===== src/rtl/fm_pkg.sv =====
// -----------------------------------------------------------------------------
// fm_pkg
// Shared definitions for the FM receive blocks: meter state encoding,
// period-class encoding, default short/long period lengths and the period
// classification helper.
// -----------------------------------------------------------------------------
package fm_pkg;

    // Default period lengths (in clk cycles) produced by the fractional divider.
    localparam int SHORT_LEN_DEF = 4;
    localparam int LONG_LEN_DEF  = 5;

    // Measurement state machine encoding.
    typedef enum logic [1:0] {
        IDLE    = 2'd0,
        ACQ     = 2'd1,
        MEASURE = 2'd2
    } fm_state_t;

    // Classification of one measured input period.
    typedef enum logic [1:0] {
        SHORT   = 2'd0,
        LONG    = 2'd1,
        ILLEGAL = 2'd2
    } fm_class_t;

    // Map a measured period length onto its class.
    function automatic fm_class_t classify_period(
        input logic [2:0] period,
        input logic [2:0] short_len,
        input logic [2:0] long_len
    );
        fm_class_t cls;
        if (period == short_len) begin
            cls = SHORT;
        end else if (period == long_len) begin
            cls = LONG;
        end else begin
            cls = ILLEGAL;
        end
        return cls;
    endfunction

endpackage


===== src/rtl/fm_period_classify.sv =====
// -----------------------------------------------------------------------------
// fm_period_classify
// Rising-edge detector plus 3-bit interval counter for a clk-synchronous pulse
// train. At every rising edge the period just completed (counter value before
// reload) is classified as SHORT, LONG or ILLEGAL.
//
// Ports:
//   clk          in   system clock
//   reset        in   synchronous, active-high reset
//   nclk_in      in   pulse train, synchronous to clk
//   pulse_edge   out  high in the cycle a rising edge of nclk_in is seen
//   period_class out  class of the period closed by this edge (valid with
//                     pulse_edge)
// -----------------------------------------------------------------------------
module fm_period_classify
    import fm_pkg::*;
#(
    parameter int SHORT_LEN = SHORT_LEN_DEF,
    parameter int LONG_LEN  = LONG_LEN_DEF
) (
    input  logic      clk,
    input  logic      reset,
    input  logic      nclk_in,
    output logic      pulse_edge,
    output fm_class_t period_class
);

    localparam logic [2:0] SHORT_P = 3'(SHORT_LEN);
    localparam logic [2:0] LONG_P  = 3'(LONG_LEN);
    localparam logic [2:0] ICNT_MAX = 3'd7;

    logic       in_d;
    logic [2:0] icnt;

    assign pulse_edge = nclk_in & ~in_d;

    // icnt holds the length of the running period; it restarts at 1 on the
    // edge so that at the next edge it equals the full period length.
    assign period_class = classify_period(icnt, SHORT_P, LONG_P);

    // Input delay register and saturating interval counter.
    always_ff @(posedge clk) begin
        if (reset) begin
            in_d <= 1'b0;
            icnt <= 3'd0;
        end else begin
            in_d <= nclk_in;
            if (pulse_edge) begin
                icnt <= 3'd1;
            end else if (icnt != ICNT_MAX) begin
                icnt <= icnt + 3'd1;
            end else begin
                icnt <= icnt;
            end
        end
    end

endmodule


===== src/rtl/fm_period_meter.sv =====
// -----------------------------------------------------------------------------
// fm_period_meter
// Recovers the programmed factor of a fractional carrier divider by counting
// long (LONG_LEN) periods between consecutive short (SHORT_LEN) periods of the
// divided pulse train. Also flags illegal periods and loss of signal.
//
// Build option:
//   FM_METER_SYNC_EN  when defined, nclk_in passes through a two-flop
//                     synchronizer first (input may be asynchronous; all
//                     latencies grow by 2 clk). Otherwise nclk_in must be
//                     synchronous to clk.
//
// Ports:
//   clk          in   system clock
//   reset        in   synchronous, active-high reset
//   nclk_in      in   divided-clock pulse train (one clk-wide pulse per period)
//   factor_out   out  last recovered long-period count (FW bits)
//   factor_valid out  one-cycle strobe, factor_out updated this cycle
//   locked       out  consistent pulse train being measured
//   period_err   out  one-cycle strobe, illegal period or counter overflow
//   lost         out  level, no pulse for TIMEOUT cycles
// -----------------------------------------------------------------------------
module fm_period_meter
    import fm_pkg::*;
#(
    parameter int FW        = 16,
    parameter int TIMEOUT   = 64,
    parameter int SHORT_LEN = SHORT_LEN_DEF,
    parameter int LONG_LEN  = LONG_LEN_DEF
) (
    input  logic          clk,
    input  logic          reset,
    input  logic          nclk_in,
    output logic [FW-1:0] factor_out,
    output logic          factor_valid,
    output logic          locked,
    output logic          period_err,
    output logic          lost
);

    localparam int            TW   = $clog2(TIMEOUT + 1);
    localparam logic [TW-1:0] TMAX = TW'(TIMEOUT);
    localparam logic [FW-1:0] LMAX = {FW{1'b1}};

    logic          nclk_int;
    logic          pulse_edge;
    fm_class_t     period_class;

    fm_state_t     state_r,  state_s;
    logic [FW-1:0] lcnt_r,   lcnt_s;
    logic [FW-1:0] factor_r, factor_s;
    logic          valid_r,  valid_s;
    logic          locked_r, locked_s;
    logic          err_r,    err_s;
    logic [TW-1:0] tcnt_r,   tcnt_s;
    logic          lost_r;
    logic          lost_rise_s;

`ifdef FM_METER_SYNC_EN
    logic sync1_r, sync2_r;

    // Two-flop synchronizer for an asynchronous pulse train.
    always_ff @(posedge clk) begin
        if (reset) begin
            sync1_r <= 1'b0;
            sync2_r <= 1'b0;
        end else begin
            sync1_r <= nclk_in;
            sync2_r <= sync1_r;
        end
    end

    assign nclk_int = sync2_r;
`else
    assign nclk_int = nclk_in;
`endif

    fm_period_classify #(
        .SHORT_LEN (SHORT_LEN),
        .LONG_LEN  (LONG_LEN)
    ) u_classify (
        .clk          (clk),
        .reset        (reset),
        .nclk_in      (nclk_int),
        .pulse_edge   (pulse_edge),
        .period_class (period_class)
    );

    // Timeout counter next value and the cycle in which loss of signal begins.
    always_comb begin
        tcnt_s = tcnt_r;
        if (pulse_edge) begin
            tcnt_s = '0;
        end else if (tcnt_r != TMAX) begin
            tcnt_s = tcnt_r + TW'(1);
        end else begin
            tcnt_s = tcnt_r;
        end
        lost_rise_s = (tcnt_s == TMAX) && (tcnt_r != TMAX);
    end

    // Next-state and next-output logic of the measurement FSM.
    always_comb begin
        state_s  = state_r;
        lcnt_s   = lcnt_r;
        factor_s = factor_r;
        valid_s  = 1'b0;
        err_s    = 1'b0;
        locked_s = locked_r;
        if (lost_rise_s) begin
            state_s  = IDLE;
            locked_s = 1'b0;
            lcnt_s   = '0;
        end else if (pulse_edge) begin
            case (state_r)
                IDLE: begin
                    // First edge only opens a period; nothing to measure yet.
                    state_s = ACQ;
                end
                ACQ: begin
                    case (period_class)
                        SHORT: begin
                            state_s = MEASURE;
                            lcnt_s  = '0;
                        end
                        LONG: begin
                            state_s = ACQ;
                        end
                        default: begin
                            err_s = 1'b1;
                        end
                    endcase
                end
                MEASURE: begin
                    case (period_class)
                        LONG: begin
                            if (lcnt_r == LMAX) begin
                                err_s    = 1'b1;
                                state_s  = IDLE;
                                locked_s = 1'b0;
                                lcnt_s   = '0;
                            end else begin
                                lcnt_s = lcnt_r + FW'(1);
                            end
                        end
                        SHORT: begin
                            factor_s = lcnt_r;
                            valid_s  = 1'b1;
                            lcnt_s   = '0;
                            locked_s = 1'b1;
                        end
                        default: begin
                            err_s    = 1'b1;
                            locked_s = 1'b0;
                            state_s  = ACQ;
                            lcnt_s   = '0;
                        end
                    endcase
                end
                default: begin
                    state_s  = IDLE;
                    locked_s = 1'b0;
                    lcnt_s   = '0;
                end
            endcase
        end else begin
            state_s = state_r;
        end
    end

    // State, counters and registered outputs.
    always_ff @(posedge clk) begin
        if (reset) begin
            state_r  <= IDLE;
            lcnt_r   <= '0;
            factor_r <= '0;
            valid_r  <= 1'b0;
            locked_r <= 1'b0;
            err_r    <= 1'b0;
            tcnt_r   <= '0;
            lost_r   <= 1'b0;
        end else begin
            state_r  <= state_s;
            lcnt_r   <= lcnt_s;
            factor_r <= factor_s;
            valid_r  <= valid_s;
            locked_r <= locked_s;
            err_r    <= err_s;
            tcnt_r   <= tcnt_s;
            lost_r   <= (tcnt_s == TMAX);
        end
    end

    assign factor_out   = factor_r;
    assign factor_valid = valid_r;
    assign locked       = locked_r;
    assign period_err   = err_r;
    assign lost         = lost_r;

endmodule


===== config.mk =====
export PLATFORM = sky130hd
export DESIGN_NAME = fm_period_meter
export DESIGN_NICKNAME = d
export VERILOG_FILES = /design/src/rtl/fm_pkg.sv /design/src/rtl/fm_period_classify.sv /design/src/rtl/fm_period_meter.sv
export SDC_FILE = /design/constraint.sdc
export NUM_CORES = 1
export LEC_CHECK = 0
export BUFFER_PORTS_ARGS = -buffer_cell sky130_fd_sc_hd__buf_2
export CELL_PAD_IN_SITES_DETAIL_PLACEMENT = 0
export CELL_PAD_IN_SITES_GLOBAL_PLACEMENT = 1
export CORE_ASPECT_RATIO = 1.1
export CORE_MARGIN = 2
export CORE_UTILIZATION = 47
export DETAILED_ROUTE_END_ITERATION = 10
export PLACE_DENSITY = 0.87
export RECOVER_POWER = 50
export SYNTH_ARGS = -nofsm -noshare
export SYNTH_HDL_FRONTEND = slang
export SYNTH_SLANG_ARGS = --single-unit

===== constraint.sdc =====
create_clock -name clk -period 6.27 [get_ports clk]
set_clock_uncertainty 0.05 [all_clocks]
set_input_delay 0.9405 -clock clk [delete_from_list [all_inputs] [get_ports clk]]
set_output_delay 0.9405 -clock clk [all_outputs]
set_load 0.01 [all_outputs]

==> results of run 1 <==
-- power by group through the flow --
stage | sequential (mW) | clock (mW) | combinational, mW
3_3_place_gp | 0.328 | 0 | 0.0412
3_5_place_dp | 0.328 | 0 | 0.0412
2_1_floorplan | 0.326 | 0 | 0.0335
4_1_cts | 0.321 | 0.194 | 0.0414
5_1_grt | 0.322 | 0.205 | 0.0465
6_report | 0.321 | 0.188 | 0.0409
-- worst max-delay path: stages (launching register included) --
cell,delay [ns]
dfxtp_1,0.47
inv_1,0.11
ha_1,0.21
nor4bb_1,0.16
or4_1,0.41
a221o_1,0.37
o221ai_2,0.46
nor2_1,0.10
-- cells in the mapped netlist, types with 4 or more instances --
master and number:
nand2_1 47, nand3_1 18, nand4_1 4, xnor2_1 9, nand2b_1 4, xor2_1 9, a21oi_1 25, nor2_1 27
ha_1 11, inv_1 10, dfxtp_1 49, clkbuf_1 11, nor3_1 7, o21ai_0 6
-- area by class of cell --
| type | instances | area share |
|---|---|---|
| Clock buffer | 5 | 0.02739 |
| Clock inverter | 3 | 0.008466 |
| Inverter | 10 | 0.01494 |
| Multi-Input combinational cell | 207 | 0.4975 |
| Sequential cell | 49 | 0.3904 |
| Tap cell | 56 | 0.02789 |
| Timing Repair Buffer | 22 | 0.03337 |
-- cells by family (layout without fill, tap and decap cells) --
kind of cell,Yosys count,count (layout),synth area share
buffers and inverters,23,40,0.04192
flip-flops,49,49,0.4213
multiplexers,2,2,0.008598
XOR/XNOR,18,18,0.06771
AO/OA/AOI/OAI,44,44,0.1155
adder cells (fa/ha/maj),11,11,0.05911
AND/OR/NAND/NOR,132,132,0.2859
-- per-stage QoR --
step / utilization / cells
final: 0.5326 / 352
after CTS: 0.5382 / 352
after global routing: 0.5326 / 352
after global placement: 0.5191 / 344
after floorplan: - / 279
after detailed placement: 0.5191 / 344
-- flip-flops by register name, summed over array words and instances, names as in the netlist --
| signal | cells |
|---|---|
| u_classify.in_d | 1 |
| state_r | 2 |
| lost | 1 |
| factor_out | 16 |
| u_classify.icnt | 3 |
| tcnt_r | 7 |
| period_err | 1 |
| lcnt_r | 16 |
| factor_valid | 1 |
| locked | 1 |
-- worst paths after layout --
check                 from             to
min          factor_out[4]  factor_out[4]
max              tcnt_r[0]      lcnt_r[5]
min reg2reg  factor_out[4]  factor_out[4]
max reg2reg      tcnt_r[0]      lcnt_r[5]
-- layer usage --
layer | global-route usage | vias up
li1 | - | 990
met2 | 0.2897 | 15
met3 | 0.04286 | 5
met1 | 0.2112 | 861
met4 | 0.05094 | 0
met5 | 0 | -
==> impl_metrics.env, run 1 <==
export IMPL_outcome="complete, no violations"
export IMPL_power_switching_mw=0.1384
export IMPL_end_kind="flop"
export IMPL_wl_met2_um=2177
export IMPL_drt_wirelength_per_cell_um=12.45
export IMPL_nets=309
export IMPL_maxSlewHeadroom=0.3298
export IMPL_final_setup_viol_count=0
export IMPL_pwr_share_seq=0.584
export IMPL_cts_buffer_depth=2
export IMPL_peakVddDrop_mv=0.1184
export IMPL_reg2regPathDepth=7
export IMPL_critPathRequiredTime_ns=6.40
export IMPL_grt_max_degree=22
export IMPL_drt_iter0_drc=117
export IMPL_whs_ns=0.4064
export IMPL_min_period_ns=2.466
export IMPL_place_area_um2=2449
export IMPL_die_w_um=71.11
export IMPL_die_area_um2=5534
export IMPL_path_max_fanout=11
export IMPL_grt_usage=0.1703
export IMPL_clkTransAtPathRegs_ns=0.09
export IMPL_cts_made_buffers=5
export IMPL_coreArea_um2=4717
export IMPL_multiInputGateArea_um2=1250
export IMPL_grt_pass1_vias=1672
export IMPL_firstDrtPassIters=4
export IMPL_cts_sinks=49
export IMPL_fin_ws_ns=3.804
export IMPL_clock_latency_ns=0.30
export IMPL_rows=26
export IMPL_dr_total_vias=1871
export IMPL_yosys_register_bits=49
export IMPL_hold_buffers=0
export IMPL_met3_length_um=80
export IMPL_pwr_share_comb=0.074
export IMPL_regArea_um2=980.9
export IMPL_drc=0
export IMPL_maxSlewViolCount=0
export IMPL_yosysTopAreaCell="dfxtp_1"
export IMPL_cap_viol_max_count=0
export IMPL_synth_edf_count=0
export IMPL_yosysSeqAreaShare=0.4213
export IMPL_ant_nets=0
export IMPL_switching_share=0.2521
export IMPL_layout_commonest_cell="dfxtp_1"
export IMPL_h_tree_depth=2
export IMPL_power_density_nw_per_um2=218.6
export IMPL_io_buffers=22
export IMPL_netlist_instances=279
export IMPL_synth_main_ff_cell="dfxtp_1"
export IMPL_pre_cts_ws_ns=3.615
export IMPL_reg2reg_slack_ns=3.80
export IMPL_gp_routability_congestion=0.8323
export IMPL_synth_fp_nets=293
export IMPL_hold_viol=0
export IMPL_postSynthAreaPerCell_um2=8.346
export IMPL_p_total_mw=0.5492
export IMPL_arrival_ns=2.59
export IMPL_top_layer="met4"
export IMPL_intPower_mw=0.4108
export IMPL_leakagePower_nw=0.8736
export IMPL_synth_distinct_cells=44
export IMPL_ctsResizeCount=0
export IMPL_initial_core_util=0.4936
export IMPL_fin_crit_sh=0.3934
export IMPL_antenna_found_initial=0
export IMPL_synthArstFlopShare=0
export IMPL_diodes=0
export IMPL_rsz0062_at_grt="no"
export IMPL_wirelength_met1_um=2074
export IMPL_ios=23
export IMPL_synth_warnings=0
export IMPL_dp_hpwl_um=3160
export IMPL_grt_pass1_wl_um=7617
export IMPL_layout_common_cells="dfxtp_1, nand2_1, nor2_1, a21oi_1, clkbuf_1"
export IMPL_routed_wl_um=4384
export IMPL_cts_tree="yes"
export IMPL_max_freq_ghz=0.4054
export IMPL_tightest_slew_ns=1.005
export IMPL_via_per_inst=5.315
export IMPL_postCtsSetupBuffers=0
export IMPL_fillCellCount=459
export IMPL_drive_gt1_frac=0.05405
export IMPL_min_path_type="flop to flop"
export IMPL_clkPwrFrac=0.342
export IMPL_hold_depth=2
export IMPL_startpoint_type="flop"
export IMPL_syn_to_final_growth_pct=7.899
export IMPL_yosys_top_cells_area="dfxtp_1, nand2_1, ha_1"
export IMPL_setup_tns_ns=0
export IMPL_syn_area_um2=2328
export IMPL_globalRouteOverflowTotal=0
export IMPL_cts_root_buffer="clkbuf_8"
export IMPL_path_class="flop to flop"
export IMPL_final_area_um2=2512
export IMPL_die_y_um=77.82
export IMPL_synth_top_area_share=0.4213
(Power assumes the default switching activity.)
==> run 2: changes to the inputs <==
--- a/config.mk
+++ b/config.mk
@@ -10,9 +10,9 @@
 export CELL_PAD_IN_SITES_GLOBAL_PLACEMENT = 1
 export CORE_ASPECT_RATIO = 1.1
 export CORE_MARGIN = 2
-export CORE_UTILIZATION = 47
+export CORE_UTILIZATION = 39
 export DETAILED_ROUTE_END_ITERATION = 10
-export PLACE_DENSITY = 0.87
+export PLACE_DENSITY = 0.78
 export RECOVER_POWER = 50
 export SYNTH_ARGS = -nofsm -noshare
 export SYNTH_HDL_FRONTEND = slang
==> constraint.sdc (replaced) <==
create_clock -name clk -period 2.1 [get_ports clk]
set_clock_uncertainty 0.05 [all_clocks]
set_input_delay 0.315 -clock clk [delete_from_list [all_inputs] [get_ports clk]]
set_output_delay 0.315 -clock clk [all_outputs]
set_load 0.01 [all_outputs]
==> run 2 against run 1 <==
Compared with the run above:
- sequential share of layout area shrank 4.6 points
- setup slack lost 3.8 ns
- critical path depth grew 1
- utilization shrank 3.8 points
- cell area grew 14%
- via count grew 9.5%
- maximum frequency grew 19%
- critical path type unchanged
- largest cell class unchanged
- largest power group unchanged
==> impl_metrics.env, run 2 (synthesis gave the netlist of run 1 again) <==
export IMPL_grt_max_degree=22
export IMPL_diodes=0
export IMPL_drive_gt1_frac=0.1646
export IMPL_min_period_ns=2.080
export IMPL_end_kind="flop"
export IMPL_die_w_um=77.67
export IMPL_dp_hpwl_um=3723
export IMPL_r2r_start="tcnt_r[0]"
export IMPL_wirelength_met1_um=2200
export IMPL_ant_nets=0
export IMPL_hold_path_end="u_classify.in_d"
export IMPL_firstDrtPassIters=4
export IMPL_max_freq_ghz=0.4807
export IMPL_drt_wirelength_per_cell_um=12.56
export IMPL_final_setup_viol_count=0
export IMPL_routed_wl_um=5086
export IMPL_met3_length_um=136
export IMPL_grt_pass1_vias=1971
export IMPL_cap_viol_max_count=0
export IMPL_rsz0062_at_grt="yes"
export IMPL_globalRouteOverflowTotal=0
export IMPL_min_path_type="primary input to flop"
export IMPL_grt_pass1_wl_um=8680
export IMPL_die_y_um=85.04
export IMPL_clock_latency_ns=0.30
export IMPL_grt_usage=0.1599
export IMPL_drt_iter0_drc=51
export IMPL_path_max_fanout=11
export IMPL_maxSlewHeadroom=0.2970
export IMPL_cts_tree="yes"
export IMPL_power_density_nw_per_um2=630.9
export IMPL_antenna_found_initial=0
export IMPL_critPathRequiredTime_ns=2.25
export IMPL_r2r_end="lcnt_r[7]"
export IMPL_crit_chain="inv_2, ha_2, nor4bb_4, or4_1, a221o_1, o221ai_2, buf_12, nor2_1"
export IMPL_gp_routability_congestion=0.8644
export IMPL_arrival_ns=2.23
export IMPL_via_per_inst=5.057
export IMPL_h_tree_depth=2
export IMPL_drc=0
export IMPL_maxSlewViolCount=0
export IMPL_nets=341
export IMPL_cts_made_buffers=5
export IMPL_layout_common_cells="nand2_1, dfxtp_1, buf_4, nor2_1, a21oi_1"
export IMPL_cpMaxStageDelayCell="or4_1"
export IMPL_hold_viol=0
export IMPL_leakagePower_nw=1.049
export IMPL_final_util=0.4951
export IMPL_cts_root_buffer="clkbuf_8"
export IMPL_hold_path_startpoint="nclk_in"
export IMPL_max_stage_delay_ns=0.40
export IMPL_cts_buffer_depth=2
export IMPL_die_area_um2=6605
export IMPL_wl_met2_um=2688
export IMPL_startpoint_type="flop"
export IMPL_tightest_slew_ns=1.054
export IMPL_reg2reg_slack_ns=0.02
export IMPL_initial_core_util=0.4036
export IMPL_ios=23
export IMPL_clkTransAtPathRegs_ns=0.09
export IMPL_io_buffers=22
export IMPL_hold_depth=2
export IMPL_cts_sinks=49
export IMPL_path_class="flop to flop"
export IMPL_syn_to_final_growth_pct=22.68
export IMPL_whs_ns=0.2055
export IMPL_dr_total_vias=2048
export IMPL_outcome="complete, no violations"
export IMPL_top_layer="met4"
export IMPL_hold_buffers=0
export IMPL_peakVddDrop_mv=0.3216
export IMPL_rows=29
export IMPL_reg2regPathDepth=8
export IMPL_coreArea_um2=5769
export IMPL_fin_crit_sh=0.9907
==> run 2: cell types whose count changed in the layout (fill, tap and decap cells not counted), sizes merged <==
cell	previous run	this run
bufinv	0	1
buf	1	31
inv	11	10
clkbuf	26	28
==> run 2: how the worst max path moves through the flow <==
stage | start | endpoint | slack (ns) | cells after the start
after detailed placement | tcnt_r[0] | lcnt_r[7] | -0.03 | 8
final | tcnt_r[0] | lcnt_r[7] | 0.02 | 8
after global routing | tcnt_r[0] | lcnt_r[13] | -0.06 | 8
after global placement | tcnt_r[0] | lcnt_r[14] | 0.05 | 8
after CTS | tcnt_r[0] | lcnt_r[7] | 0.01 | 8
after floorplan | tcnt_r[0] | lcnt_r[13] | 0.05 | 8
==> run 2: repair_timing <==
item,in CTS,in global routing
pin swaps,2,3
endpoints found under the setup margin,11,19
resized for setup,1,8
setup buffers,0,2
==> run 2: layer usage <==
layer,up-vias,global-route usage
met5,-,0
met4,0,0.05032
met3,5,0.03404
met2,28,0.2962
met1,965,0.1818
li1,1050,-
==> run 2: layout make-up <==
type	count	area, um2
Timing Repair Buffer	54	329.1
Clock buffer	5	68.82
Sequential cell	49	983.4
Clock inverter	3	46.29
Tap cell	77	96.34
Fill cell	588	2913
Inverter	10	37.54
Multi-Input combinational cell	207	1295
==> run 2: critical path: cells and delay by family, from the launching register on <==
family / cells / cell delay, ns
buffers and inverters: 2 / 0.21
flip-flops: 1 / 0.36
AO/OA/AOI/OAI: 2 / 0.56
adder cells (fa/ha/maj): 1 / 0.17
AND/OR/NAND/NOR: 3 / 0.61
==> run 2: power by group <==
group          total [mW]  switching [mW]  internal [mW]
Combinational       0.177          0.0936         0.0833
Clock               0.675           0.318          0.356
Sequential          0.950         0.00896          0.941
==> run 2: stage by stage <==
step	instances	setup WS, ns	setup TNS (ns)	instance area (um2)	power (mW)
after CTS	403	0.009992	0	2838	1.827
after global routing	405	-0.06311	-0.6762	2856	1.888
after global placement	395	0.04510	0	2723	1.140
after detailed placement	395	-0.02713	-0.2080	2723	1.143
after floorplan	279	0.05231	0	2338	1.077
final	405	0.01954	0	2856	1.802
==> run 3: changes to the inputs <==
--- a/config.mk
+++ b/config.mk
@@ -5,7 +5,7 @@
 export SDC_FILE = /design/constraint.sdc
 export NUM_CORES = 1
 export LEC_CHECK = 0
-export BUFFER_PORTS_ARGS = -buffer_cell sky130_fd_sc_hd__buf_2
+export BUFFER_PORTS_ARGS = -buffer_cell sky130_fd_sc_hd__buf_4
 export CELL_PAD_IN_SITES_DETAIL_PLACEMENT = 0
 export CELL_PAD_IN_SITES_GLOBAL_PLACEMENT = 1
 export CORE_ASPECT_RATIO = 1.1
==> run 3 against run 2 <==
Compared with the run above:
- clock-buffer cell count grew 1
- sequential cell count is the same
- maximum frequency shrank 0.38%
- sequential share of layout area shrank 0.72 points
- setup slack lost 0.0080 ns
- critical endpoint is now lcnt_r[15]
- total power grew 2.2%
==> impl_metrics.env, run 3 (synthesis gave the netlist of run 1 again) <==
export IMPL_cts_root_buffer="clkbuf_8"
export IMPL_tightest_slew_ns=1.017
export IMPL_die_y_um=85.04
export IMPL_intPower_mw=1.418
export IMPL_pwr_share_comb=0.101
export IMPL_hold_depth=2
export IMPL_die_area_um2=6605
export IMPL_die_w_um=77.67
export IMPL_globalRouteOverflowTotal=0
export IMPL_critPathRequiredTime_ns=2.25
export IMPL_reg2regPathDepth=8
export IMPL_hold_viol=0
export IMPL_max_freq_ghz=0.4788
export IMPL_firstDrtPassIters=5
export IMPL_coreArea_um2=5769
export IMPL_min_path_type="primary input to flop"
export IMPL_final_setup_viol_count=0
export IMPL_setup_tns_ns=0
export IMPL_hold_path_end="u_classify.in_d"
export IMPL_fin_crit_sh=0.9945
export IMPL_gp_routability_congestion=0.8679
export IMPL_grt_max_degree=22
export IMPL_power_switching_mw=0.4242
export IMPL_clkTransAtPathRegs_ns=0.09
export IMPL_cts_buffer_depth=2
export IMPL_r2r_end="lcnt_r[15]"
export IMPL_grt_usage=0.1658
export IMPL_power_density_nw_per_um2=629.6
export IMPL_via_per_inst=5.150
export IMPL_drc=0
export IMPL_rsz0062_at_grt="yes"
export IMPL_maxSlewViolCount=0
export IMPL_syn_to_final_growth_pct=25.63
export IMPL_regArea_um2=985.9
export IMPL_cts_sinks=49
export IMPL_grt_pass1_wl_um=8935
export IMPL_drt_wirelength_per_cell_um=12.69
export IMPL_hold_path_startpoint="nclk_in"
export IMPL_leakagePower_nw=1.063
export IMPL_fillCellCount=591
export IMPL_h_tree_depth=2
export IMPL_nets=342
export IMPL_cts_tree="yes"
export IMPL_io_buffers=22
export IMPL_peakVddDrop_mv=0.2854
export IMPL_multiInputGateArea_um2=1335
export IMPL_antenna_found_initial=0
export IMPL_min_period_ns=2.088
export IMPL_drt_iter0_drc=83
export IMPL_diodes=0
export IMPL_p_total_mw=1.842
export IMPL_routed_wl_um=5154
export IMPL_r2r_start="tcnt_r[0]"
export IMPL_ant_nets=0
export IMPL_reg2reg_slack_ns=0.01
export IMPL_pwr_share_seq=0.516
export IMPL_ios=23
export IMPL_initial_core_util=0.4036
export IMPL_rows=29
export IMPL_arrival_ns=2.24
export IMPL_switching_share=0.2303
export IMPL_clkPwrFrac=0.383
export IMPL_layout_common_cells="nand2_1, dfxtp_1, buf_4, nor2_1, a21oi_1"
export IMPL_dp_hpwl_um=3727
export IMPL_path_max_fanout=11
export IMPL_end_kind="flop"
export IMPL_grt_pass1_vias=1968
export IMPL_cap_viol_max_count=0
export IMPL_dr_total_vias=2091
export IMPL_layout_commonest_cell="nand2_1"
export IMPL_startpoint_type="flop"
export IMPL_drive_gt1_frac=0.1976
export IMPL_path_class="flop to flop"
export IMPL_outcome="complete, no violations"
export IMPL_maxSlewHeadroom=0.3219
export IMPL_cts_made_buffers=5
export IMPL_clock_latency_ns=0.30
run 3: cell count changes in the layout (fill, tap and decap cells not counted), sizes merged:
| cell | previous run | this run |
|---|---|---|
| clkinv | 1 | 0 |
| buf | 31 | 33 |
run 3: layer usage:
| metal | up-vias | part of all wire | track usage | wire, um |
|---|---|---|---|---|
| met4 | 0 | 0.012 | 0.05357 | 64 |
| met3 | 7 | 0.027 | 0.02979 | 141 |
| met2 | 23 | 0.51 | 0.3002 | 2647 |
| met5 | - | 0 | 0 | 0 |
| li1 | 1053 | - | - | - |
| met1 | 1008 | 0.45 | 0.1973 | 2300 |
run 3: power groups by stage:
stage / Clock [mW] / Combinational [mW] / Sequential [mW]
2_1_floorplan: 0 / 0.102 / 0.975
3_3_place_gp: 0 / 0.172 / 0.970
3_5_place_dp: 0 / 0.175 / 0.971
4_1_cts: 0.738 / 0.176 / 0.949
5_1_grt: 0.769 / 0.207 / 0.952
6_report: 0.706 / 0.186 / 0.950
run 3: worst max-delay path by stage:
| stage | startpoint | end | slack, ns | cells past startpoint |
|---|---|---|---|---|
| floorplan | tcnt_r[0] | lcnt_r[13] | 0.05 | 8 |
| global placement | tcnt_r[0] | lcnt_r[12] | 0.04 | 8 |
| detailed placement | tcnt_r[0] | lcnt_r[14] | -0.04 | 8 |
| CTS | tcnt_r[0] | lcnt_r[15] | -0.01 | 8 |
| global route | tcnt_r[0] | lcnt_r[11] | -0.08 | 8 |
| finish | tcnt_r[0] | lcnt_r[15] | 0.01 | 8 |
run 3: cell type report:
| class | count | share of cell area |
|---|---|---|
| Clock buffer | 6 | 0.02823 |
| Clock inverter | 2 | 0.01283 |
| Inverter | 10 | 0.01283 |
| Multi-Input combinational cell | 207 | 0.4564 |
| Sequential cell | 49 | 0.3370 |
| Tap cell | 77 | 0.03293 |
| Timing Repair Buffer | 55 | 0.1198 |
run 3: stage by stage:
| step | hold slack (ns) | util | cell area (um2) | setup slack [ns] | std cells |
|---|---|---|---|---|---|
| after global placement | 0.3934 | 0.4828 | 2785 | 0.04491 | 396 |
| final | 0.1971 | 0.5070 | 2925 | 0.01155 | 406 |
| after detailed placement | 0.3989 | 0.4828 | 2785 | -0.03678 | 396 |
| after global routing | 0.1966 | 0.5070 | 2925 | -0.07839 | 406 |
| after floorplan | 0.3932 | - | 2338 | 0.05231 | 279 |
| after CTS | 0.1917 | 0.5049 | 2913 | -0.01040 | 405 |
run 3: repair_timing:
item / in CTS / in global routing
gates resized for setup: 0 / 21
buffers inserted: 1 / 1
pin swaps: 1 / 2
endpoints found under the setup margin: 11 / 20
hold buffers: 0 / 0
cloned: 0 / 0
run 3: worst max-delay path, cell delays in order, from the launching register on:
cell,delay [ns]
dfxtp_2,0.36
inv_2,0.06
ha_4,0.15
nor4bb_4,0.16
or4_1,0.41
a221o_1,0.37
o221ai_2,0.21
buf_12,0.17
nor2_1,0.05
